--- src/rtl/nc_mul8_seq_ctrl.sv ---
// Sequential 8x8 multiplier controller: walks one shared 4x4 partial-product
// unit over the LL/LH/HL/HH sub-products and accumulates the shifted results.
module nc_mul8_seq_ctrl #(
  parameter int PP_LAT  = 0,
  parameter bit KEEP_LL = 1'b1
) (
  input  logic        clk,
  input  logic        rst,
  input  logic        in_valid,
  output logic        in_ready,
  input  logic [7:0]  in_a,
  input  logic [7:0]  in_b,
  output logic [3:0]  pp_a,
  output logic [3:0]  pp_b,
  output logic [1:0]  pp_sel,
  input  logic [7:0]  pp_prod,
  output logic        out_valid,
  input  logic        out_ready,
  output logic [15:0] out_prod,
  output logic        busy
);

  typedef enum logic [1:0] {IDLE = 2'd0, CALC = 2'd1, DONE = 2'd2} state_t;

  localparam logic [1:0] LAT   = PP_LAT[1:0];
  localparam logic [1:0] FIRST = KEEP_LL ? 2'd0 : 2'd1;

  state_t      state_r, state_nx_s;
  logic [7:0]  a_r, b_r;
  logic [15:0] acc_r, acc_sum_s, out_prod_r;
  logic [1:0]  step_r, cnt_r, pp_sel_r;
  logic [3:0]  pp_a_r, pp_b_r;
  logic        out_valid_r;
  logic        in_ready_s, accept_s, step_end_s, last_s;

  // Steps 2 and 3 use the high nibble of a; steps 1 and 3 the high nibble of b.
  function automatic logic [3:0] nib_a(input logic [7:0] v, input logic [1:0] step);
    nib_a = step[1] ? v[7:4] : v[3:0];
  endfunction

  function automatic logic [3:0] nib_b(input logic [7:0] v, input logic [1:0] step);
    nib_b = step[0] ? v[7:4] : v[3:0];
  endfunction

  function automatic logic [15:0] shift_term(input logic [7:0] p, input logic [1:0] step);
    logic [15:0] w;
    w = {8'd0, p};
    case (step)
      2'd0:       shift_term = w;
      2'd1, 2'd2: shift_term = w << 4;
      2'd3:       shift_term = w << 8;
      default:    shift_term = w;
    endcase
  endfunction

  // Handshake decode, accumulation sum and next-state logic.
  always_comb begin
    state_nx_s = state_r;
    in_ready_s = !rst && ((state_r == IDLE) || ((state_r == DONE) && out_ready));
    accept_s   = in_valid && in_ready_s;
    step_end_s = (state_r == CALC) && (cnt_r == LAT);
    last_s     = step_end_s && (step_r == 2'd3);
    acc_sum_s  = acc_r + shift_term(pp_prod, step_r);
    case (state_r)
      IDLE: begin
        if (accept_s) state_nx_s = CALC;
        else          state_nx_s = IDLE;
      end
      CALC: begin
        if (last_s) state_nx_s = DONE;
        else        state_nx_s = CALC;
      end
      DONE: begin
        if (out_ready && in_valid) state_nx_s = CALC;
        else if (out_ready)        state_nx_s = IDLE;
        else                       state_nx_s = DONE;
      end
      default: state_nx_s = IDLE;
    endcase
  end

  // State register.
  always_ff @(posedge clk) begin
    if (rst) state_r <= IDLE;
    else     state_r <= state_nx_s;
  end

  // Operand latch, step sequencing, partial-product drive and accumulation.
  always_ff @(posedge clk) begin
    if (rst) begin
      a_r         <= 8'd0;
      b_r         <= 8'd0;
      acc_r       <= 16'd0;
      step_r      <= 2'd0;
      cnt_r       <= 2'd0;
      pp_a_r      <= 4'd0;
      pp_b_r      <= 4'd0;
      pp_sel_r    <= 2'd0;
      out_prod_r  <= 16'd0;
      out_valid_r <= 1'b0;
    end else begin
      if (accept_s) begin
        a_r      <= in_a;
        b_r      <= in_b;
        acc_r    <= 16'd0;
        step_r   <= FIRST;
        cnt_r    <= 2'd0;
        pp_a_r   <= nib_a(in_a, FIRST);
        pp_b_r   <= nib_b(in_b, FIRST);
        pp_sel_r <= FIRST;
      end else if (step_end_s) begin
        acc_r <= acc_sum_s;
        cnt_r <= 2'd0;
        if (last_s) begin
          out_prod_r <= acc_sum_s;
          pp_a_r     <= 4'd0;
          pp_b_r     <= 4'd0;
          pp_sel_r   <= 2'd0;
        end else begin
          step_r   <= step_r + 2'd1;
          pp_a_r   <= nib_a(a_r, step_r + 2'd1);
          pp_b_r   <= nib_b(b_r, step_r + 2'd1);
          pp_sel_r <= step_r + 2'd1;
        end
      end else if (state_r == CALC) begin
        cnt_r <= cnt_r + 2'd1;
      end
      // out_valid falls on the handshake even when a new op is accepted there.
      if (last_s)                        out_valid_r <= 1'b1;
      else if (out_valid_r && out_ready) out_valid_r <= 1'b0;
    end
  end

  assign in_ready  = in_ready_s;
  assign pp_a      = pp_a_r;
  assign pp_b      = pp_b_r;
  assign pp_sel    = pp_sel_r;
  assign out_valid = out_valid_r;
  assign out_prod  = out_prod_r;
  assign busy      = (state_r == CALC);

endmodule

--- config.mk ---
export PLATFORM = sky130hd
export DESIGN_NAME = nc_mul8_seq_ctrl
export DESIGN_NICKNAME = d
export VERILOG_FILES = /design/src/rtl/nc_mul8_seq_ctrl.sv
export SDC_FILE = /design/constraint.sdc
export NUM_CORES = 1
export LEC_CHECK = 0
export BUFFER_PORTS_ARGS = -buffer_cell sky130_fd_sc_hd__buf_4
export CORE_ASPECT_RATIO = 1.1
export CORE_MARGIN = 5
export CORE_UTILIZATION = 31
export DETAILED_ROUTE_END_ITERATION = 10
export PLACE_DENSITY = 0.54
export SLEW_MARGIN = 20
export SYNTH_ARGS = -nofsm -noshare
export SYNTH_HDL_FRONTEND = slang
export SYNTH_SLANG_ARGS = --single-unit
export TNS_END_PERCENT = 10
--- constraint.sdc ---
create_clock -name clk -period 5.4 [get_ports clk]
set_clock_uncertainty 0.15 [all_clocks]
set_input_delay 0.27 -clock clk [delete_from_list [all_inputs] [get_ports clk]]
set_output_delay 0.27 -clock clk [all_outputs]
set_load 0.02 [all_outputs]
==> results, run 1 <==
- Clock-pin slew was measured on the worst setup and hold paths at ~50 ps.
- The signal on the critical path passes through inv_1 > ha_1 > nor2b_1 > a22o_1 > ha_1 > o21ai_1 > o21a_1 > or2_1 > o21a_1 > or4_1 > nand3_1.
- The worst setup path is captured at a flop.
- The clock sink count is between 60 and 70.
- The cell count after synthesis came out at between 300 and 400.
- The worst hold path begins at in_b[1].
- The core region area is approximately 10000 um^2.
- Across the VDD grid, the largest voltage drop is ~0.14 mV.
- In this run, CTS created clock tree buffers numbering 9.
- The first global-routing pass estimated between 10000 and 15000 um of wire.
- Relative to the synthesized area, the layout overhead comes to 24.1%.
- The setup slack after layout is about 2000 ps.
- The worst setup slack after placement is roughly 2000 ps.
- In the final timing run, aggregate negative setup slack is 0 ps.
- The number of fill cells is about 1100.
- The layout cell share with drive strength beyond 1 is 0.188.
- At the worst endpoint, the required time is approximately 5500 ps.
- After synthesis, the share of flip-flops with an asynchronous set or reset is 0.
- For this configuration, the core starts out at a cell density of 0.319.
- The setup-violating endpoint count in the final report is 0.
- The number of optimization iterations in the first detailed-route pass is 5.
- The tightest min-delay check is of the input pin to flop type.
- Entering global routing, the biggest net connects 47 pins.
- After the first detailed-routing iteration, the DRC count stood at ~130.
- The synthesized design contains 0 enable-type register cells.
- The net count after synthesis is between 400 and 500.
- The signal arrival time at the worst endpoint is between 3000 and 4000 ps.
- The flow ran to the end, and the final reports show no timing, DRC or antenna violations.
- The internal portion of the total power is roughly 0.00096 W.
- The multi-input combinational cells in the finished layout cover a total of around 1900 um^2.
- The count of unique library cells instantiated by Yosys is 50.
- STA classifies the critical path startpoint as a flop.
- The sequential share of power is 0.400.
- The top flip-flop cell by instance count after synthesis is sky130_fd_sc_hd__dfxtp_1.
- The hold violation total from the final report is 0.
- The post-layout minimum cycle time is ~3400 ps.
- The depth of the CTS H-tree is 3.
- The power density of the placed cells is roughly 310 nW/um^2.
- The Yosys step of the flow raised 0 warnings.
- After clock tree synthesis, the setup repair step added 0 buffers.
- The final HPWL from detailed placement is around 6500 um.
- The worst register-to-register path begins at step_r[0]$_SDFFE_PP0P_.
- In this run, post-CTS hold repair placed 0 buffers.
- The die footprint is approximately 13000 um^2.
- The cell area that synthesis handed to floorplanning was about 3300 um^2.
- The analysis attributes to cell leakage a power of about 1.7 nW.
- For this run, the total global-route usage over all layers was measured as 0.143.
- The library cell used most frequently in the layout, excluding fill and tap cells, is sky130_fd_sc_hd__nand2_1.
- The maximum buffer depth of the clock tree is 2.
- At the pin with the least slew margin, the transition time is about 930 ps.
- The number of antenna-violating nets in the routed design is 0.
- In the final routed layout, each cell accounts on average for around 15 um.
- The average footprint of a synthesized cell is between 8 and 9 um^2.
- After global routing the overflow that remains totals 0.
- The period utilization is 0.635.
- Row generation in the floorplan step produced 39 rows.
- The final layout contains about 490 nets.
- TritonCTS built the clock tree.
- The via count of the first global-routing pass is 2951.
- The number of maximum-capacitance constraint violations is 0.
- Of the total power, the clock network draws 0.455.
- For this design, the slowest cell found on the critical path is sky130_fd_sc_hd__dfxtp_1.
- On the worst path, the slowest cell contributes a delay of 480 ps.
- The total I/O pin count is 57.
- Wires add up to about 9000 um.
- The DRC violations left is 0.
- Setup repair after global routing left no endpoint under its margin.
- The die is 119 um tall.
- After detailed routing, the number of vias per cell comes to 5.05.
- The share of total power dissipated in combinational logic is 0.144.
- At the end of routability-driven placement, the weighted congestion stood at 0.919.
- The number of antenna diodes in the final layout is 0.
- The routed layout has 2982 vias.
- Derived from the worst setup path, the maximum achievable clock frequency is 292 MHz.
- Registers take 1300 um^2.
- Measured against its own limit, the worst slew margin works out to 0.379.
- The launching element of the worst setup path is step_r[0]$_SDFFE_PP0P_.
- The largest fanout on the critical path is 11.
- Of the total power, the share spent switching nets is 0.254.
- The critical path is of the flop to flop type.
- The number of gates resized after cts is 0.
- Input and output buffers added on the ports amount to 56.
- The die is about 110 um wide.
- The worst-skew pair later-pin latency is ~330 ps.
- The total of flip-flops plus latches after synthesis is 65.
- CTS placed an instance of sky130_fd_sc_hd__clkbuf_16 at the clock tree root.
- The final max-slew violation count is 0.
- In the layout the commonest cells are sky130_fd_sc_hd__nand2_1, sky130_fd_sc_hd__dfxtp_1, sky130_fd_sc_hd__buf_4.
- The initial antenna violation count is 0.
- The power spent charging and discharging nets is between 0.0003 and 0.0004 W.
- The proportion of synthesized chip area in sequential cells is 0.389.
-- critical path, delay by kind of cell, from the launching register on --
kind / cells / cell delay (ps)
buffers and inverters: 1 / 100
AND/OR/NAND/NOR: 4 / 1010
flip-flops: 1 / 480
adder cells (fa/ha/maj): 2 / 830
AO/OA/AOI/OAI: 4 / 800
-- state kept, by name, summed over array words and instances, names as in the netlist --
name / cells
acc_r: 16
out_prod: 16
a_r: 8
b_r: 8
pp_a: 4
pp_b: 4
cnt_r: 2
pp_sel: 2
state_r: 2
step_r: 2
out_valid: 1
-- final timing paths --
check	endpoint	slack, ps	cells past startpoint
setup / recovery	out_prod[10]$_SDFFE_PP0P_	1970	11
hold / removal	b_r[1]$_SDFFE_PP0P_	20	2
hold reg to reg	pp_b[2]$_SDFFE_PP0P_	290	2
setup reg to reg	out_prod[10]$_SDFFE_PP0P_	1970	11
-- final cells by class --
cell class | instances | share of cell area
clock buffer | 12 | 0.0618
clock inverter | 3 | 0.00964
inverter | 7 | 0.00633
multi-input combinational | 304 | 0.463
sequential | 65 | 0.313
tap | 143 | 0.0431
timing repair buffer | 57 | 0.103
-- logic make-up after synthesis --
group	Yosys count	share of synthesized area
compound gates	108	0.212
buf+inv	30	0.0370
flops	65	0.389
fa+ha+maj	19	0.0733
simple gates	153	0.219
xor+xnor	15	0.0393
mux	9	0.0299
-- metal layers --
layer / up-vias / global-route usage / wire length [um] / part of all wire
li1: 1508 / - / - / -
met5: - / 0 / 0 / 0
met3: 15 / 0.0449 / 504 / 0.056
met2: 92 / 0.224 / 4230 / 0.47
met1: 1367 / 0.183 / 4120 / 0.46
met4: 0 / 0.0505 / 151 / 0.017
-- per-stage QoR --
step	cell area [um^2]	total power [W]	utilization	instances	hold WS [ps]
final	4150	0.00128	0.396	591	15.4
after CTS	4150	0.00130	0.396	591	8.52
after global placement	3850	0.000707	0.367	576	280
after floorplan	3350	0.000652	-	399	253
after detailed placement	3850	0.000710	0.367	576	283
after global routing	4150	0.00134	0.396	591	4.94
-- cell usage after synthesis (2+ instances only) --
cell	n	area, um^2
sky130_fd_sc_hd__o21ai_1	6	30.0
sky130_fd_sc_hd__xor2_1	5	43.8
sky130_fd_sc_hd__nor3_1	5	25.0
sky130_fd_sc_hd__clkbuf_1	19	71.3
sky130_fd_sc_hd__a22oi_1	8	60.1
sky130_fd_sc_hd__o21ai_0	12	60.1
sky130_fd_sc_hd__ha_1	18	225
sky130_fd_sc_hd__and2_1	9	56.3
sky130_fd_sc_hd__o21bai_1	3	22.5
sky130_fd_sc_hd__or2_1	3	18.8
sky130_fd_sc_hd__a31oi_1	4	25.0
sky130_fd_sc_hd__mux2_2	8	90.1
sky130_fd_sc_hd__o211ai_1	2	15.0
sky130_fd_sc_hd__nand3b_1	4	30.0
sky130_fd_sc_hd__or3_1	3	18.8
sky130_fd_sc_hd__nor3b_1	2	15.0
sky130_fd_sc_hd__nand2b_1	3	18.8
sky130_fd_sc_hd__nand4b_1	2	17.5
sky130_fd_sc_hd__a22o_1	20	175
sky130_fd_sc_hd__a21o_1	3	22.5
sky130_fd_sc_hd__a211oi_1	3	22.5
sky130_fd_sc_hd__nor2b_1	4	25.0
sky130_fd_sc_hd__nand2_1	69	259
sky130_fd_sc_hd__nor4_1	3	18.8
sky130_fd_sc_hd__dfxtp_1	65	1300
sky130_fd_sc_hd__inv_1	7	26.3
sky130_fd_sc_hd__buf_2	3	15.0
sky130_fd_sc_hd__a211o_1	2	17.5
sky130_fd_sc_hd__a222oi_1	2	20.0
sky130_fd_sc_hd__nand4_1	2	12.5
sky130_fd_sc_hd__xnor2_1	10	87.6
sky130_fd_sc_hd__a21oi_1	36	180
sky130_fd_sc_hd__o21a_1	3	22.5
sky130_fd_sc_hd__nor2_1	22	82.6
sky130_fd_sc_hd__nand3_1	14	70.1
-- power by group through the flow --
stage / sequential [W] / clock [W] / combinational (W)
2_1_floorplan: 0.000526 / 0 / 0.000126
3_3_place_gp: 0.000523 / 0 / 0.000184
3_5_place_dp: 0.000524 / 0 / 0.000186
4_1_cts: 0.000514 / 0.000599 / 0.000187
5_1_grt: 0.000516 / 0.000622 / 0.000206
6_report: 0.000514 / 0.000584 / 0.000185
Power figures use the tool's default switching activity.
==> inputs of run 2 (changes only) <==
--- a/config.mk
+++ b/config.mk
@@ -5,12 +5,13 @@
 export SDC_FILE = /design/constraint.sdc
 export NUM_CORES = 1
 export LEC_CHECK = 0
+export ABC_AREA = 1
 export BUFFER_PORTS_ARGS = -buffer_cell sky130_fd_sc_hd__buf_4
 export CORE_ASPECT_RATIO = 1.1
 export CORE_MARGIN = 5
 export CORE_UTILIZATION = 31
 export DETAILED_ROUTE_END_ITERATION = 10
-export PLACE_DENSITY = 0.54
+export PLACE_DENSITY = 0.56
 export SLEW_MARGIN = 20
 export SYNTH_ARGS = -nofsm -noshare
 export SYNTH_HDL_FRONTEND = slang
==> constraint.sdc (replaced) <==
create_clock -name clk -period 2.8 [get_ports clk]
set_clock_uncertainty 0.15 [all_clocks]
set_input_delay 0.14 -clock clk [delete_from_list [all_inputs] [get_ports clk]]
set_output_delay 0.14 -clock clk [all_outputs]
set_load 0.02 [all_outputs]
==> results, run 2 <==
- Status: finished clean (unchanged).
- Cell chain of the critical path: inv_1 > ha_2 > inv_2 > nand2_1 > o22ai_2 > ha_1 > nand2_1 > nor2_1 > and2_1 > nand2_1 > nand3_1 > nand3_1 > nand2_1 > inv_1 (was inv_1 > ha_1 > nor2b_1 > a22o_1 > ha_1 > o21ai_1 > o21a_1 > or2_1 > o21a_1 > or4_1 > nand3_1).
- The worst setup slack for register-to-register paths is 260 ps (was 1970 ps).
- The combinational cell fraction of total power was 0.122 (was 0.144).
- The global routing usage summed across all routing layers was 0.152 (was 0.143).
- The signal arrival time at the worst endpoint came to 2630 ps (was 3550 ps).
- The total detailed-routing wirelength is 9910 um (was 9010 um).
- The family of cells with the greatest summed delay on the critical path is simple AND/OR/NAND/NOR gates (unchanged).
- The biggest area consumer among synthesized cells was sky130_fd_sc_hd__dfxtp_1 (unchanged).
- The type of origin of the critical path is a flop (unchanged).
- The count of unique library cells instantiated by Yosys is 32 (was 50).
- The worst voltage drop across the vdd grid is 0.279 mV (was 0.135 mV).
- The total number of vias was 3456 (was 2982).
- The width of the chip is 113 um (was 109 um).
- The highest achievable clock rate is 393 MHz (was 292 MHz).
- The path class of the lowest-slack min-delay path is input pin to flop (unchanged).
- The endpoint of the worst register-to-register path is out_prod[13]$_SDFFE_PP0P_ (was out_prod[10]$_SDFFE_PP0P_).
- The post-layout net count was 666 (was 491).
- The layout cell share with drive strength beyond 1 is 0.155 (was 0.188).
- The number of buffers and inverters on the critical path came to 3 (was 1).
- The top flip-flop cell by instance count after synthesis was sky130_fd_sc_hd__dfxtp_1 (unchanged).
- The capturing element type of the critical path is a flop (unchanged).
- The post-synthesis to final-layout area growth is 33.8% (was 24.1%).
- The clock tree root driver cell is sky130_fd_sc_hd__clkbuf_16 (unchanged).
- The initial antenna violation count is 0 (unchanged).
- The end point of the most critical hold path is acc_r[0]$_SDFFE_PP0P_ (was b_r[1]$_SDFFE_PP0P_).
- The number of optimization iterations in the first detailed-route pass came to 4 (was 5).
- The total I/O pin count is 57 (unchanged).
- The buffers inserted during post-CTS setup optimization came to 0 (unchanged).
- The final non-filler cell total is 774 (was 591).
- The actual transition at the worst max-transition pin came to 461 ps (was 929 ps).
- The row count is 41 (was 39).
- The top routing layer in use is met4 (unchanged).
- The hold violation total from the final report is 0 (unchanged).
- The number of antenna-violating nets in the routed design is 0 (unchanged).
- The average via count per standard cell is 4.47 (was 5.05).
- The wire length on met2 is 4730 um (was 4230 um).
- The sequential share of power is 0.356 (was 0.400).
- The setup TNS is 0 ps (unchanged).
- The first-pass GRT wire length was 16600 um (was 14600 um).
- The share of flip-flops with an asynchronous set or reset is 0 (unchanged).
- The routed wire length per instance was 12.8 um (was 15.2 um).
- The number of synthesis warnings is 0 (unchanged).
- The cell with the largest stage delay on the worst path is sky130_fd_sc_hd__ha_1 (was sky130_fd_sc_hd__dfxtp_1).
- The die span in y is 123 um (was 119 um).
- The delay of the slowest cell on the worst path is 380 ps (was 480 ps).
- The wire length on met3 is 354 um (was 504 um).
- The number of clock buffers inserted by TritonCTS is 9 (unchanged).
- The number of buffers added on ports came to 56 (unchanged).
- The required arrival time at the worst endpoint is 2890 ps (was 5520 ps).
- The maximum buffer depth of the clock tree is 2 (unchanged).
- The worst relative slew slack is 0.692 (was 0.379).
- The number of enable-type register cells in the synthesized netlist came to 0 (unchanged).
- The routability-driven placement congestion ratio is 0.892 (was 0.919).
- The setup-violating endpoint count in the final report is 0 (unchanged).
- The number of diodes is 0 (unchanged).
- The pin count of the biggest net entering global routing came to 24 (was 47).
- The depth of the CTS H-tree is 3 (unchanged).
- The post-layout minimum cycle time was 2540 ps (was 3430 ps).
- The power spent charging and discharging nets is 0.000650 W (was 0.000326 W).
- The final max-slew violation count is 0 (unchanged).
- The share of total power in the clock network came to 0.522 (was 0.455).
- The combined area of all synthesized cells is 3590 um^2 (was 3350 um^2).
- The instance count along the most critical hold path is 5 (was 2).
- The met1 routed wirelength after detailed routing is 4670 um (was 4120 um).
- The CTS tree is built (unchanged).
- The die footprint is 13800 um^2 (was 13000 um^2).
- The core region area is 11400 um^2 (was 10500 um^2).
- The DRC violations left is 0 (unchanged).
- The critical path class is flop to flop (unchanged).
- The worst-skew pair later-pin latency is 340 ps (was 330 ps).
- The cell leakage power was 2.51 nW (was 1.68 nW).
- The total of flip-flops plus latches after synthesis is 65 (unchanged).
- The cell total after placement is 735 (was 576).
- Most frequent cells in the layout: sky130_fd_sc_hd__nand2_1, sky130_fd_sc_hd__inv_1, sky130_fd_sc_hd__dfxtp_1 (was sky130_fd_sc_hd__nand2_1, sky130_fd_sc_hd__dfxtp_1, sky130_fd_sc_hd__buf_4).
- The internal portion of total power came to 0.00211 W (was 0.000958 W).
- The top cell type's share of synthesized area is 0.363 (was 0.389).
- The period utilization is 0.908 (was 0.635).
- The critical hold path startpoint is pp_prod[0] (was in_b[1]).
- The power density of the placed cells came to 574 nW/um^2 (was 309 nW/um^2).
- The number of gates on the worst path with buffers counted is 14 (was 11).
- Setup repair after global routing missed its margin: false (unchanged).
- The largest fanout on the critical path is 6 (was 11).
- The via count of the first global-routing pass is 3417 (was 2951).
- The most used cell along the critical path is sky130_fd_sc_hd__nand2_1.
- The logic depth of the worst register-to-register path is 14 (was 11).
- The starting density of the core is 0.315 (was 0.319).
- The proportion of synthesized chip area in sequential cells is 0.363 (was 0.389).
- The number of maximum-capacitance constraint violations is 0 (unchanged).
- The overall power came to 0.00276 W (was 0.00128 W).
- The number of cells produced by synthesis was 534 (was 399).
- The switching share of power is 0.236 (was 0.254).
- Leading post-synthesis cells by cell area: sky130_fd_sc_hd__dfxtp_1, sky130_fd_sc_hd__nand2_1, sky130_fd_sc_hd__inv_1 (was sky130_fd_sc_hd__dfxtp_1, sky130_fd_sc_hd__nand2_1, sky130_fd_sc_hd__ha_1).
- The total congestion overflow is 0 (unchanged).
- The reg-to-reg startpoint is step_r[0]$_SDFFE_PP0P_ (unchanged).
- The most common library cell in the layout ignoring fill and taps is sky130_fd_sc_hd__nand2_1 (unchanged).
- Commonest cells in the netlist: sky130_fd_sc_hd__nand2_1, sky130_fd_sc_hd__inv_1, sky130_fd_sc_hd__dfxtp_1 (was sky130_fd_sc_hd__nand2_1, sky130_fd_sc_hd__dfxtp_1, sky130_fd_sc_hd__a21oi_1).
- The cell with the most instances after synthesis is sky130_fd_sc_hd__nand2_1 (unchanged).
- The final HPWL from detailed placement is 7470 um (was 6510 um).
- The clock sink count is 65 (unchanged).
- The average footprint of a synthesized cell was 6.72 um^2 (was 8.39 um^2).
- The violation count after the first detailed-route iteration is 136 (was 133).
- The clock slew at the register clock pins of the worst setup and hold paths is 60 ps (was 50 ps).
- The net count after synthesis is 581 (was 446).
-- run 2: cell types whose count changed after synthesis, moves of 13 or more --
cell and delta:
sky130_fd_sc_hd__nand3_1 +15, sky130_fd_sc_hd__o21ai_0 +13, sky130_fd_sc_hd__nand2_1 +118, sky130_fd_sc_hd__a21oi_1 -13
sky130_fd_sc_hd__inv_1 +84, sky130_fd_sc_hd__a22o_1 -15, sky130_fd_sc_hd__clkbuf_1 -14
-- run 2: kinds of logic (layout without fill, tap and decap cells) --
family,count (synthesis),count (layout),synth area share
XOR/XNOR,8,8,0.0195
AO/OA/AOI/OAI,77,77,0.126
adder cells (fa/ha/maj),19,19,0.0683
flip-flops,65,65,0.363
buffers and inverters,109,199,0.121
AND/OR/NAND/NOR,256,256,0.303
-- run 2: area by class of cell --
class                   count  area (um^2)
fillers                  1202         6590
inverters                  98          373
repair buffers             85          696
clock inverters             5          125
well taps                 150          188
clock buffers              11          253
flip-flops and latches     65         1300
multi-input cells         360         1870
-- run 2: per-layer routing --
metal  global-route usage  vias up
met3               0.0256       14
met2                0.262       58
met5                    0        -
li1                     -     1827
met4               0.0609        0
met1                0.188     1557
-- run 2: power by group through the flow --
stage | Combinational (W) | Clock (W) | Sequential [W]
finish | 0.000336 | 0.00144 | 0.000983
floorplan | 0.000189 | 0 | 0.00101
CTS | 0.000337 | 0.00145 | 0.000983
global placement | 0.000311 | 0 | 0.00100
global route | 0.000377 | 0.00149 | 0.000987
detailed placement | 0.000312 | 0 | 0.00100
-- run 2: stage by stage --
step / hold WS [ps] / util / cell area [um^2] / setup slack, ps
detailed placement: 224 / 0.367 / 4180 / 116
global placement: 222 / 0.367 / 4180 / 127
finish: 162 / 0.422 / 4800 / 258
floorplan: 119 / - / 3590 / 86.6
CTS: 163 / 0.420 / 4790 / 99.0
global route: 216 / 0.422 / 4800 / 52.8
-- run 2: tightest hold or removal path, stage by stage --
cell and delay (ps):
sky130_fd_sc_hd__buf_4 100, sky130_fd_sc_hd__nand2_1 60, sky130_fd_sc_hd__inv_1 50, sky130_fd_sc_hd__ha_1 140, sky130_fd_sc_hd__a22o_1 130
-- run 2: worst max path at each step --
stage / from / to
finish: step_r[0]$_SDFFE_PP0P_ / out_prod[13]$_SDFFE_PP0P_
global placement: step_r[0]$_SDFFE_PP0P_ / out_prod[13]$_SDFFE_PP0P_
floorplan: step_r[0]$_SDFFE_PP0P_ / out_prod[14]$_SDFFE_PP0P_
global route: step_r[0]$_SDFFE_PP0P_ / out_prod[13]$_SDFFE_PP0P_
detailed placement: step_r[0]$_SDFFE_PP0P_ / out_prod[13]$_SDFFE_PP0P_
CTS: step_r[0]$_SDFFE_PP0P_ / out_prod[13]$_SDFFE_PP0P_
-- run 2: what timing repair did --
action / CTS / global route
endpoints found under the setup margin: 0 / 15
endpoints found under the hold margin: 25 / 0
hold buffers: 23 / 0
gates resized for setup: 0 / 5
==> inputs of run 3 (changes only) <==
==> constraint.sdc (replaced) <==
create_clock -name clk -period 2.8 [get_ports clk]
set_clock_uncertainty 0.15 [all_clocks]
set_input_delay 0 -clock clk [delete_from_list [all_inputs] [get_ports clk]]
set_output_delay 0 -clock clk [all_outputs]
set_load 0.02 [all_outputs]
==> results, run 3 (same netlist as run 2, synthesis figures left out) <==
- The most used cell along the critical path is sky130_fd_sc_hd__nand2_1 (unchanged).
- The capturing instance or port of the critical path is out_prod[13]$_SDFFE_PP0P_ (unchanged).
- Status: finished clean (unchanged).
- The path class of the lowest-slack min-delay path is input pin to flop (unchanged).
- The CTS tree was built (unchanged).
- The routed wire length per instance is 12.8 um (about the same).
- The launching element of the worst setup path is step_r[0]$_SDFFE_PP0P_ (unchanged).
- The number of maximum-capacitance constraint violations came to 0 (unchanged).
- The final max-slew violation count is 0 (unchanged).
- The largest fanout on the critical path was 6 (unchanged).
- The highest achievable clock rate is 395 MHz (was 393 MHz).
- The number of optimization iterations in the first detailed-route pass was 5 (was 4).
- The number of clock buffers inserted by TritonCTS is 9 (unchanged).
- Most frequent cells in the layout: sky130_fd_sc_hd__nand2_1, sky130_fd_sc_hd__inv_1, sky130_fd_sc_hd__dfxtp_1 (unchanged).
- The critical path class is flop to flop (unchanged).
- The first-pass GRT wire length was 16600 um (unchanged).
- The cell with the largest stage delay on the worst path is sky130_fd_sc_hd__ha_1 (unchanged).
- The post-layout net count is 666 (unchanged).
- The logic depth of the worst register-to-register path is 14 (unchanged).
- The number of buffers added on ports is 56 (unchanged).
- The average via count per standard cell is 4.48 (was 4.47).
- The placement-stage cell area is 4180 um^2 (unchanged).
- The post-layout minimum cycle time is 2530 ps (was 2540 ps).
- The signal arrival time at the worst endpoint is 2620 ps (was 2630 ps).
- The post-synthesis to final-layout area growth was 33.8% (unchanged).
- The setup-violating endpoint count in the final report is 0 (unchanged).
- The power density of the placed cells is 574 nW/um^2 (about the same).
- The routability-driven placement congestion ratio came to 0.892 (unchanged).
- The total number of vias came to 3464 (was 3456).
- The type of origin of the critical path is a flop (unchanged).
- The final HPWL from detailed placement is 7470 um (unchanged).
- The initial antenna violation count came to 0 (unchanged).
- The worst setup slack for register-to-register paths was 270 ps (was 260 ps).
- The clock sink count is 65 (unchanged).
- The total detailed-routing wirelength is 9910 um (about the same).
- The worst voltage drop across the vdd grid is 0.278 mV (was 0.279 mV).
- Setup repair after global routing missed its margin: false (unchanged).
- The instance count along the most critical hold path is 5 (unchanged).
- The clock tree root driver cell is sky130_fd_sc_hd__clkbuf_16 (unchanged).
- The actual transition at the worst max-transition pin is 455 ps (was 461 ps).
- The number of fill cells is 1202 (unchanged).
- The DRC violations left is 0 (unchanged).
- The required arrival time at the worst endpoint came to 2890 ps (about the same).
- The reg-to-reg startpoint was step_r[0]$_SDFFE_PP0P_ (unchanged).
- The setup slack after layout is 270 ps (was 258 ps).
- The width of the chip is 113 um (unchanged).
- The violation count after the first detailed-route iteration is 115 (was 136).
- The worst-skew pair later-pin latency is 340 ps (about the same).
- The global routing usage summed across all routing layers came to 0.152 (unchanged).
- The final instance area is 4800 um^2 (unchanged).
- The pin count of the biggest net entering global routing is 24 (unchanged).
- The most common library cell in the layout ignoring fill and taps is sky130_fd_sc_hd__nand2_1 (unchanged).
- The overall power is 0.00276 W (about the same).
- The total congestion overflow is 0 (unchanged).
- The number of antenna-violating nets in the routed design is 0 (unchanged).
- The layout cell share with drive strength beyond 1 is 0.155 (unchanged).
- The depth of the CTS H-tree was 3 (unchanged).
- The die footprint is 13800 um^2 (unchanged).
- The row count is 41 (unchanged).
- The starting density of the core was 0.315 (unchanged).
- The worst relative slew slack is 0.697 (was 0.692).
- The hold violation total from the final report is 0 (unchanged).
- The die span in y is 123 um (unchanged).
- The maximum buffer depth of the clock tree came to 2 (unchanged).
- The period utilization is 0.904 (was 0.908).
- The worst setup slack after placement is 116 ps (unchanged).
- The via count of the first global-routing pass is 3417 (unchanged).
- The buffers inserted during post-CTS setup optimization was 0 (unchanged).
- The clock slew at the register clock pins of the worst setup and hold paths is 60 ps (about the same).
- The cell leakage power was 2.51 nW (unchanged).
- Cell chain of the critical path: inv_1 > ha_2 > inv_2 > nand2_1 > o22ai_2 > ha_1 > nand2_1 > nor2_1 > and2_1 > nand2_1 > nand3_1 > nand3_1 > nand2_1 > inv_1 (unchanged).
- The delay of the slowest cell on the worst path is 370 ps (was 380 ps).
- The setup TNS is 0 ps (unchanged).
- The total I/O pin count is 57 (unchanged).
- The number of diodes is 0 (unchanged).
- The capturing element type of the critical path is a flop (unchanged).
- The endpoint of the worst register-to-register path is out_prod[13]$_SDFFE_PP0P_ (unchanged).
- The core region area is 11400 um^2 (unchanged).
==> run 3: layout make-up <==
cell class              count  area [um^2]  area share
flip-flops and latches     65         1300       0.271
well taps                 150          188      0.0391
clock inverters             5          125      0.0261
repair buffers             85          696       0.145
clock buffers              11          253      0.0526
multi-input cells         360         1870       0.389
inverters                  98          373      0.0776
==> run 3: layer usage <==
layer / global-route usage / vias to the layer above / part of all wire
li1: - / 1826 / -
met1: 0.188 / 1554 / 0.46
met2: 0.262 / 70 / 0.48
met3: 0.0256 / 14 / 0.039
met4: 0.0609 / 0 / 0.017
met5: 0 / - / 0
==> run 3: metrics by stage <==
stage | hold slack (ps) | std cells | util
finish | 18.7 | 774 | 0.422
global route | 75.6 | 774 | 0.422
CTS | 22.9 | 774 | 0.420
detailed placement | 83.8 | 735 | 0.367
global placement | 82.0 | 735 | 0.367
floorplan | -20.8 | 534 | -
==> run 3: where the power goes <==
part	internal, W	switching, W
combinational	0.000138	0.000198
sequential	0.000963	0.0000190
clock	0.00101	0.000432
total	0.00211	0.000649
==> run 3: worst min path at each step <==
stage | slack [ps] | endpoint | startpoint
after CTS | 20 | acc_r[0]$_SDFFE_PP0P_ | pp_prod[0]
final | 20 | acc_r[0]$_SDFFE_PP0P_ | pp_prod[0]
after global routing | 80 | acc_r[0]$_SDFFE_PP0P_ | pp_prod[0]
after detailed placement | 80 | a_r[2]$_SDFFE_PP0P_ | in_a[2]
after global placement | 80 | a_r[0]$_SDFFE_PP0P_ | in_a[0]
after floorplan | -20 | b_r[3]$_SDFFE_PP0P_ | in_b[3]
==> run 3: worst max-delay path: cells and delay by family (launching register included) <==
kind	cells	cell delay, ps
buffers and inverters	3	210
and+or+nand+nor	8	1060
DFF	1	310
adders and majority gates	2	600
AOI/OAI and AO/OA	1	100
==> run 3: what timing repair did <==
action                                 in CTS  in global routing
gates resized for setup                     0                  5
setup endpoints to repair                   0                 15
endpoints found under the hold margin      27                  0
hold buffers                               23                  0
